**config.mk**
```make
export PLATFORM = sky130hd
export DESIGN_NAME = pc_gen
export DESIGN_NICKNAME = d
export VERILOG_FILES = /design/src/rtl/pc_gen.sv
export SDC_FILE = /design/constraint.sdc
export NUM_CORES = 1
export LEC_CHECK = 0
export BUFFER_PORTS_ARGS = -buffer_cell sky130_fd_sc_hd__buf_2
export CORE_MARGIN = 2
export CORE_UTILIZATION = 57
export CTS_CLUSTER_SIZE = 14
export DETAILED_ROUTE_END_ITERATION = 10
export PLACE_DENSITY = 0.95
export SLEW_MARGIN = 40
export SYNTH_ARGS = -nofsm -noshare
export SYNTH_HDL_FRONTEND = slang
export SYNTH_SLANG_ARGS = --single-unit
export TNS_END_PERCENT = 20
```
**constraint.sdc**
```tcl
create_clock -name clk -period 4.1 [get_ports clk]
set_clock_uncertainty 0.05 [all_clocks]
set_input_delay 0.205 -clock clk [delete_from_list [all_inputs] [get_ports clk]]
set_output_delay 0.205 -clock clk [all_outputs]
set_load 0.01 [all_outputs]
```
**src/rtl/pc_gen.sv**
```systemverilog
`default_nettype none
// ============================================================================
// Module   : pc_gen
// Purpose  : IF-stage fetch program-counter generator. Drives the instruction
//            ROM enable and fetch address, applies flush and branch redirects,
//            holds a branch that arrives during a stall until the stall lifts,
//            and pulses a flag when an accepted target is misaligned.
// Revision : 1.0 - initial release
// ============================================================================
module pc_gen #(
  parameter int                 ADDR_W       = 32,
  parameter logic [ADDR_W-1:0]  RESET_VECTOR = '0,
  parameter int                 INSN_BYTES   = 4
) (
  input  logic              clk,
  input  logic              rst,
  input  logic              stall_pc,
  input  logic              flush_i,
  input  logic [ADDR_W-1:0] flush_pc,
  input  logic              branch_i,
  input  logic [ADDR_W-1:0] branch_pc,
  output logic              rom_en,
  output logic [ADDR_W-1:0] pc,
  output logic              redirect_pending,
  output logic              misalign_o
);

  // Sub-instruction offset bits; all-zero when INSN_BYTES is 1, which makes
  // the misalignment flag a constant 0 and the alignment a no-op.
  localparam logic [ADDR_W-1:0] LOW_MASK = ADDR_W'(INSN_BYTES - 1);
  localparam logic [ADDR_W-1:0] STEP     = ADDR_W'(INSN_BYTES);

  localparam logic [0:0] S_IDLE = 1'b0;
  localparam logic [0:0] S_RUN  = 1'b1;

  logic [0:0]        state_q, state_d;
  logic              run;

  logic              rom_en_q, rom_en_d;
  logic [ADDR_W-1:0] pc_q, pc_d;
  logic              pend_q, pend_d;
  logic [ADDR_W-1:0] tgt_q, tgt_d;
  logic              mis_q, mis_d;

  logic [ADDR_W-1:0] flush_al;
  logic [ADDR_W-1:0] branch_al;
  logic              flush_mis;
  logic              branch_mis;

  // State register: IDLE out of reset, RUN from the first released edge on.
  always_ff @(posedge clk) begin
    if (rst) state_q <= S_IDLE;
    else     state_q <= state_d;
  end

  // Next state: IDLE always leaves on the first non-reset edge; RUN is sticky.
  always_comb begin
    state_d = state_q;
    if (state_q == S_IDLE) state_d = S_RUN;
  end

  // State decode: redirects and sequential advance only act while running.
  always_comb begin
    run = (state_q == S_RUN);
  end

  // Target alignment and misalignment detection for both redirect sources.
  always_comb begin
    flush_al   = flush_pc & ~LOW_MASK;
    branch_al  = branch_pc & ~LOW_MASK;
    flush_mis  = |(flush_pc & LOW_MASK);
    branch_mis = |(branch_pc & LOW_MASK);
  end

  // Next PC / pending-redirect selection in fixed priority order.
  always_comb begin
    rom_en_d = 1'b1;          // enabled from the IDLE->RUN edge until reset
    pc_d     = pc_q;
    pend_d   = pend_q;
    tgt_d    = tgt_q;
    mis_d    = 1'b0;
    if (run) begin
      if (flush_i) begin
        // Flush wins over everything, including stall and a same-cycle branch.
        pc_d   = flush_al;
        pend_d = 1'b0;
        mis_d  = flush_mis;
      end else if (branch_i && !stall_pc) begin
        pc_d   = branch_al;
        pend_d = 1'b0;
        mis_d  = branch_mis;
      end else if (branch_i) begin
        // Stalled: park the branch; a newer one replaces an older one.
        tgt_d  = branch_al;
        pend_d = 1'b1;
        mis_d  = branch_mis;
      end else if (pend_q && !stall_pc) begin
        pc_d   = tgt_q;
        pend_d = 1'b0;
      end else if (!stall_pc) begin
        pc_d   = pc_q + STEP;   // wraps silently at the top of the space
      end
    end
  end

  // Datapath registers; every output comes straight from a flop.
  always_ff @(posedge clk) begin
    if (rst) begin
      rom_en_q <= 1'b0;
      pc_q     <= RESET_VECTOR;
      pend_q   <= 1'b0;
      tgt_q    <= '0;
      mis_q    <= 1'b0;
    end else begin
      rom_en_q <= rom_en_d;
      pc_q     <= pc_d;
      pend_q   <= pend_d;
      tgt_q    <= tgt_d;
      mis_q    <= mis_d;
    end
  end

  assign rom_en           = rom_en_q;
  assign pc               = pc_q;
  assign redirect_pending = pend_q;
  assign misalign_o       = mis_q;

endmodule
`default_nettype wire

```
==> results of run 1 <==
power by group through the flow:
stage | Sequential, W | Clock, W | Combinational (W)
finish | 0.000687 | 0.000585 | 0.000269
CTS | 0.000684 | 0.000578 | 0.000262
detailed placement | 0.000697 | 0 | 0.000259
floorplan | 0.000696 | 0 | 0.000154
global route | 0.000690 | 0.000607 | 0.000290
global placement | 0.000694 | 0 | 0.000250
stage by stage:
stage	power, W	setup WS, ns	hold slack [ns]	util
2_1_floorplan	0.000850	2.27	0.291	-
3_3_place_gp	0.000945	1.53	0.390	0.665
3_5_place_dp	0.000955	1.45	0.401	0.665
4_1_cts	0.00152	1.83	0.0403	0.698
5_1_grt	0.00159	1.63	0.0484	0.699
6_report	0.00154	1.72	0.0337	0.699
cell type report:
class | count | area share
Clock inverter | 3 | 0.00897
Multi-Input combinational cell | 401 | 0.518
Sequential cell | 63 | 0.283
Clock buffer | 13 | 0.0378
Inverter | 5 | 0.00421
Tap cell | 77 | 0.0216
Timing Repair Buffer | 109 | 0.127
layout by cell type (no fill, tap or decap), types with 7 or more instances in the layout:
cell type,instances
a31oi_1,7
clkbuf_8,12
xor2_1,7
a21oi_1,53
o221ai_1,8
nor2_1,22
nand3_1,13
buf_4,8
o22ai_1,10
nor4_1,7
dfxtp_1,63
buf_2,101
o211ai_1,15
nand4_1,14
o21ai_0,25
nor3_1,15
nand2_1,99
a221oi_1,11
state kept, by name (all words and copies together) (netlist names):
signal and cells:
tgt_q 30, rom_en 1, redirect_pending 1, pc 30, misalign_o 1
cells by family (layout without fill, tap and decap cells):
family,after synthesis,count (layout),synth area share
buffers and inverters,53,130,0.0595
multiplexers,1,1,0.00297
AO/OA/AOI/OAI,170,170,0.295
flip-flops,63,63,0.333
XOR/XNOR,12,12,0.0278
adder cells (fa/ha/maj),1,1,0.00331
AND/OR/NAND/NOR,215,215,0.277
other,1,2,0.000991
final timing paths:
check             slack [ns]        start    endpoint  cells past startpoint
hold reg to reg         0.41     tgt_q[5]    tgt_q[5]                      2
setup / recovery        1.72      flush_i      pc[28]                      7
hold / removal          0.03  flush_pc[0]  misalign_o                      2
setup reg to reg        1.85       pc[10]      pc[24]                      5
metal layers:
layer / vias up / part of all wire / track usage
met1: 2102 / 0.38 / 0.420
met5: - / 0 / 0
met3: 66 / 0.14 / 0.0895
met2: 389 / 0.45 / 0.519
li1: 2060 / - / -
met4: 0 / 0.040 / 0.172
==> results.ini, run 1 <==
[run_status]
status = complete, no violations

[pwr]
ir_drop_v = 0.000218
powerDensity_nw_per_um2 = 345
power_frac_seq = 0.446
internal-power_w = 0.00108
sw_frac_of_total = 0.297
p_switching_w = 0.000458
pwr-share-comb = 0.175
pwr-share-clk = 0.380
leakagePower_nw = 1.70

[logic_synthesis]
ys_async_sr_fraction = 0
synth_commonest_cells = 99 x nand2_1, 63 x dfxtp_1, 53 x a21oi_1, 35 x clkbuf_1, 25 x o21ai_0
synth_top_area_share = 0.333
postSynthAreaPerCell_um2 = 7.34
ys_seq_elements = 63
synth_edf_count = 0
synthTopCellsByArea = dfxtp_1 33%, nand2_1 9.8%, a21oi_1 7.0%
synthCells = 516
yosysTopAreaCell = dfxtp_1
yosys_warnings = 0
synth_area_um2 = 3780
synth_ff_type = dfxtp_1
yosysMostFrequentCell = nand2_1
ys_types = 59
ys_seq_area_frac = 0.333

[worst_setup_path]
cp_slowest_cell = buf_2
critPathKind = in2reg
path_cells = buf_2 > nand2b_1 > nand2_1 > buf_4 > nor3_1 > a221oi_1 > a211oi_1
worstPathRequired_ns = 4.31
worstPathMaxFanout = 44
cp.arrival_ns = 2.60
startpoint_type = input port
crit_buf_inv = 2
critical-path-top-delay-family = simple AND/OR/NAND/NOR gates
worstSetupEndpointType = register
cpPeakStageDelay_ns = 0.60

[final_layout]
antenna_cells = 0
regArea_um2 = 1260
layout.nets = 659
instances_no_fill = 671
fin_area_um2 = 4460
fillCellCount = 505
area_delta_synth_final_pct = 17.9
multiInputGateArea_um2 = 2310
layout-drive-gt1-share = 0.224

[detailed_routing]
wl_per_cell_um = 18.6
drt_iter0_drc = 550
dr.pass1.iters = 6
viasPerCell = 6.88
vias = 4617
drtAntennaViolNets = 0
drcViolationCount = 0
wirelength_um = 12500

[sta]
maxSlewHeadroom = 0.456
finalHoldViolations = 0
worst_pin_slew_ns = 0.815
max_freq_ghz = 0.420
rsz0062_at_grt = false
fin_tns_setup_ns = 0
period_share = 0.581
post-route-min-period_ns = 2.38
setup_viol = 0
slew_violations = 0

[placed_design]
place_area_um2 = 4250
place_inst = 655
hpwlAfterDp_um = 8260
io_buffers = 101
gp_congestion = 0.912

[cts]
cts_tree = yes
cts_made_buffers = 9
post-cts-setup-buffer-count = 0
cts_hold_buffers = 0
clock_tree.root_cell = clkbuf_8
insertion_delay_ns = 0.36
clk_pin_slew_ns = 0.07
clockBufferDepth = 2
post_cts_resized = 0
htreeDepth = 3
cts_num_sinks = 63

[die]
design.portCount = 104
dieWidth_um = 85.5
core-area_um2 = 6390
dieArea_um2 = 7310
chipHeight_um = 85.5
initial_utilization = 0.593
rows = 29

[global_route]
grt_pass1_wl_um = 19500
grt_pass1_vias = 4181
antenna_found_initial = 0
grt-ovfl-total = 0
grt_max_degree = 45
grt_usage = 0.332

[flow_run]
drv_cap = 0

[hold_path]
hold_path.class = in2reg

Note: power is estimated with default switching activity, not from simulation.
==> run 2: changes to the inputs <==
Settings changed: CORE_UTILIZATION 57 to 53, PLACE_DENSITY 0.95 to 0.91.
Clock period 4.1 ns to 2.3 ns, I/O delays scaled along.
==> results.ini, run 2 (synthesized netlist as in run 1, its figures left out) <==
[run_status]
status = complete, no violations  ; unchanged

[sta]
max_freq_ghz = 0.470
worst_pin_slew_ns = 0.650  ; was 0.815 ns
finalHoldViolations = 0  ; unchanged
post-route-min-period_ns = 2.13
setup_viol = 0  ; unchanged
period_share = 0.926
fin_tns_setup_ns = 0  ; unchanged
maxSlewHeadroom = 0.566  ; was 0.456
slew_violations = 0  ; unchanged
rsz0062_at_grt = false  ; unchanged

[worst_setup_path]
worstSetupEndpointType = register  ; unchanged
critPathKind = reg2reg  ; was in2reg
worstPathMaxFanout = 9  ; was 44
cpPeakStageDelay_ns = 0.50  ; was 0.60 ns
critical-path-top-delay-family = simple AND/OR/NAND/NOR gates  ; unchanged
startpoint_type = register  ; was input port
cp.arrival_ns = 2.36  ; was 2.60 ns
cp_slowest_cell = dfxtp_1  ; was buf_2
worstPathRequired_ns = 2.53  ; was 4.31 ns
crit_buf_inv = 0  ; was 2
path_cells = and4_1 > and4_2 > nand4_2 > or3b_1 > a31oi_1  ; was buf_2 > nand2b_1 > nand2_1 > buf_4 > nor3_1 > a221oi_1 > a211oi_1

[pwr]
power_frac_seq = 0.423  ; was 0.446
ir_drop_v = 0.000359  ; was 0.000218 V
leakagePower_nw = 1.87  ; was 1.70 nW
sw_frac_of_total = 0.309  ; was 0.297
pwr-share-comb = 0.192  ; was 0.175
internal-power_w = 0.00200  ; was 0.00108 W
p_switching_w = 0.000894  ; was 0.000458 W
pwr-share-clk = 0.384  ; was 0.380
powerDensity_nw_per_um2 = 590  ; was 345 nW/um^2

[cts]
cts_tree = yes  ; unchanged
htreeDepth = 3  ; unchanged
insertion_delay_ns = 0.36  ; about the same
cts_num_sinks = 63  ; unchanged
cts_made_buffers = 9  ; unchanged
clk_pin_slew_ns = 0.08  ; was 0.07 ns
clock_tree.root_cell = clkbuf_8  ; unchanged
clockBufferDepth = 2  ; unchanged

[final_layout]
layout-drive-gt1-share = 0.224  ; about the same
antenna_cells = 0  ; unchanged
area_delta_synth_final_pct = 29.5  ; was 17.9%
layout.nets = 698  ; was 659
instances_no_fill = 729  ; was 671
fin_area_um2 = 4900  ; was 4460 um^2
layout_common_cells = 101 x buf_2, 99 x nand2_1, 63 x dfxtp_1, 53 x a21oi_1, 32 x dlygate4sd3_1  ; was 101 x buf_2, 99 x nand2_1, 63 x dfxtp_1, 53 x a21oi_1, 25 x o21ai_0
mostFrequentLayoutCell = buf_2  ; unchanged

[detailed_routing]
wirelength_um = 14600  ; was 12500 um
vias = 4938  ; was 4617
viasPerCell = 6.77  ; was 6.88
wl_per_cell_um = 20.0  ; was 18.6 um
dr.pass1.iters = 6  ; unchanged
drtAntennaViolNets = 0  ; unchanged
drt_iter0_drc = 1017  ; was 550
drcViolationCount = 0  ; unchanged

[placed_design]
place_inst = 681  ; was 655
hpwlAfterDp_um = 9140  ; was 8260 um
io_buffers = 101  ; unchanged
gp_congestion = 0.976  ; was 0.912
place_area_um2 = 4350  ; was 4250 um^2

[global_route]
grt_pass1_vias = 4523  ; was 4181
grt_usage = 0.376  ; was 0.332
grt_max_degree = 59  ; was 45
grt-ovfl-total = 0  ; unchanged
antenna_found_initial = 0  ; unchanged
grt_pass1_wl_um = 22700  ; was 19500 um

[die]
core-area_um2 = 6870  ; was 6390 um^2
rows = 30  ; was 29
dieWidth_um = 88.5  ; was 85.5 um
chipHeight_um = 88.5  ; was 85.5 um
initial_utilization = 0.551  ; was 0.593
dieArea_um2 = 7830  ; was 7310 um^2
design.portCount = 104  ; unchanged

[flow_run]
drv_cap = 0  ; unchanged

[hold_path]
hold_path.class = in2reg  ; unchanged

[run 2: stage by stage]
stage | utilization | setup WS, ns | hold WS, ns | total power [W]
after global placement | 0.633 | 0.389 | 0.299 | 0.00171
after detailed placement | 0.633 | 0.278 | 0.317 | 0.00173
after global routing | 0.713 | 0.0258 | 0.00288 | 0.00298
after floorplan | - | 0.467 | 0.201 | 0.00152
final | 0.713 | 0.170 | 0.00577 | 0.00289
after CTS | 0.712 | 0.175 | 0.00641 | 0.00284
[run 2: worst paths after layout]
| path | start | endpoint | slack [ns] | cells past startpoint |
|---|---|---|---|---|
| setup / recovery | pc[10] | pc[24] | 0.17 | 5 |
| hold / removal | branch_pc[14] | tgt_q[14] | 0.006 | 3 |
| setup reg to reg | pc[10] | pc[24] | 0.17 | 5 |
| hold reg to reg | tgt_q[5] | tgt_q[5] | 0.41 | 2 |
[run 2: repair_timing]
| action | CTS | global route |
|---|---|---|
| setup endpoints to repair | 0 | 2 |
| setup buffers | 0 | 0 |
| resized for setup | 0 | 2 |
| hold endpoints to repair | 31 | 0 |
| hold buffers | 32 | 0 |
[run 2: metal layers]
layer / vias up / share of wire / track usage
met5: - / 0 / 0
met4: 0 / 0.056 / 0.234
met3: 106 / 0.13 / 0.0951
met2: 477 / 0.44 / 0.558
met1: 2222 / 0.37 / 0.490
li1: 2133 / - / -
[run 2: power groups by stage]
stage                     registers (W)  clock network, W  logic (W)
final                           0.00122           0.00111   0.000557
after global routing            0.00123           0.00115   0.000594
after CTS                       0.00122           0.00109   0.000533
after detailed placement        0.00124                 0   0.000487
after global placement          0.00123                 0   0.000473
after floorplan                 0.00124                 0   0.000274
[run 2: area by class of cell]
| class | instances | area [um^2] |
|---|---|---|
| repair buffers | 148 | 963 |
| flip-flops and latches | 63 | 1260 |
| clock inverters | 7 | 97.6 |
| well taps | 96 | 120 |
| inverters | 5 | 18.8 |
| multi-input cells | 401 | 2310 |
| fillers | 516 | 1970 |
| clock buffers | 9 | 124 |
[run 2: worst register-to-register path, cell delays in order, from the launching register on]
cell and delay [ns]:
dfxtp_1 0.50, and4_1 0.39, and4_2 0.38, nand4_2 0.13, or3b_1 0.42, a31oi_1 0.18
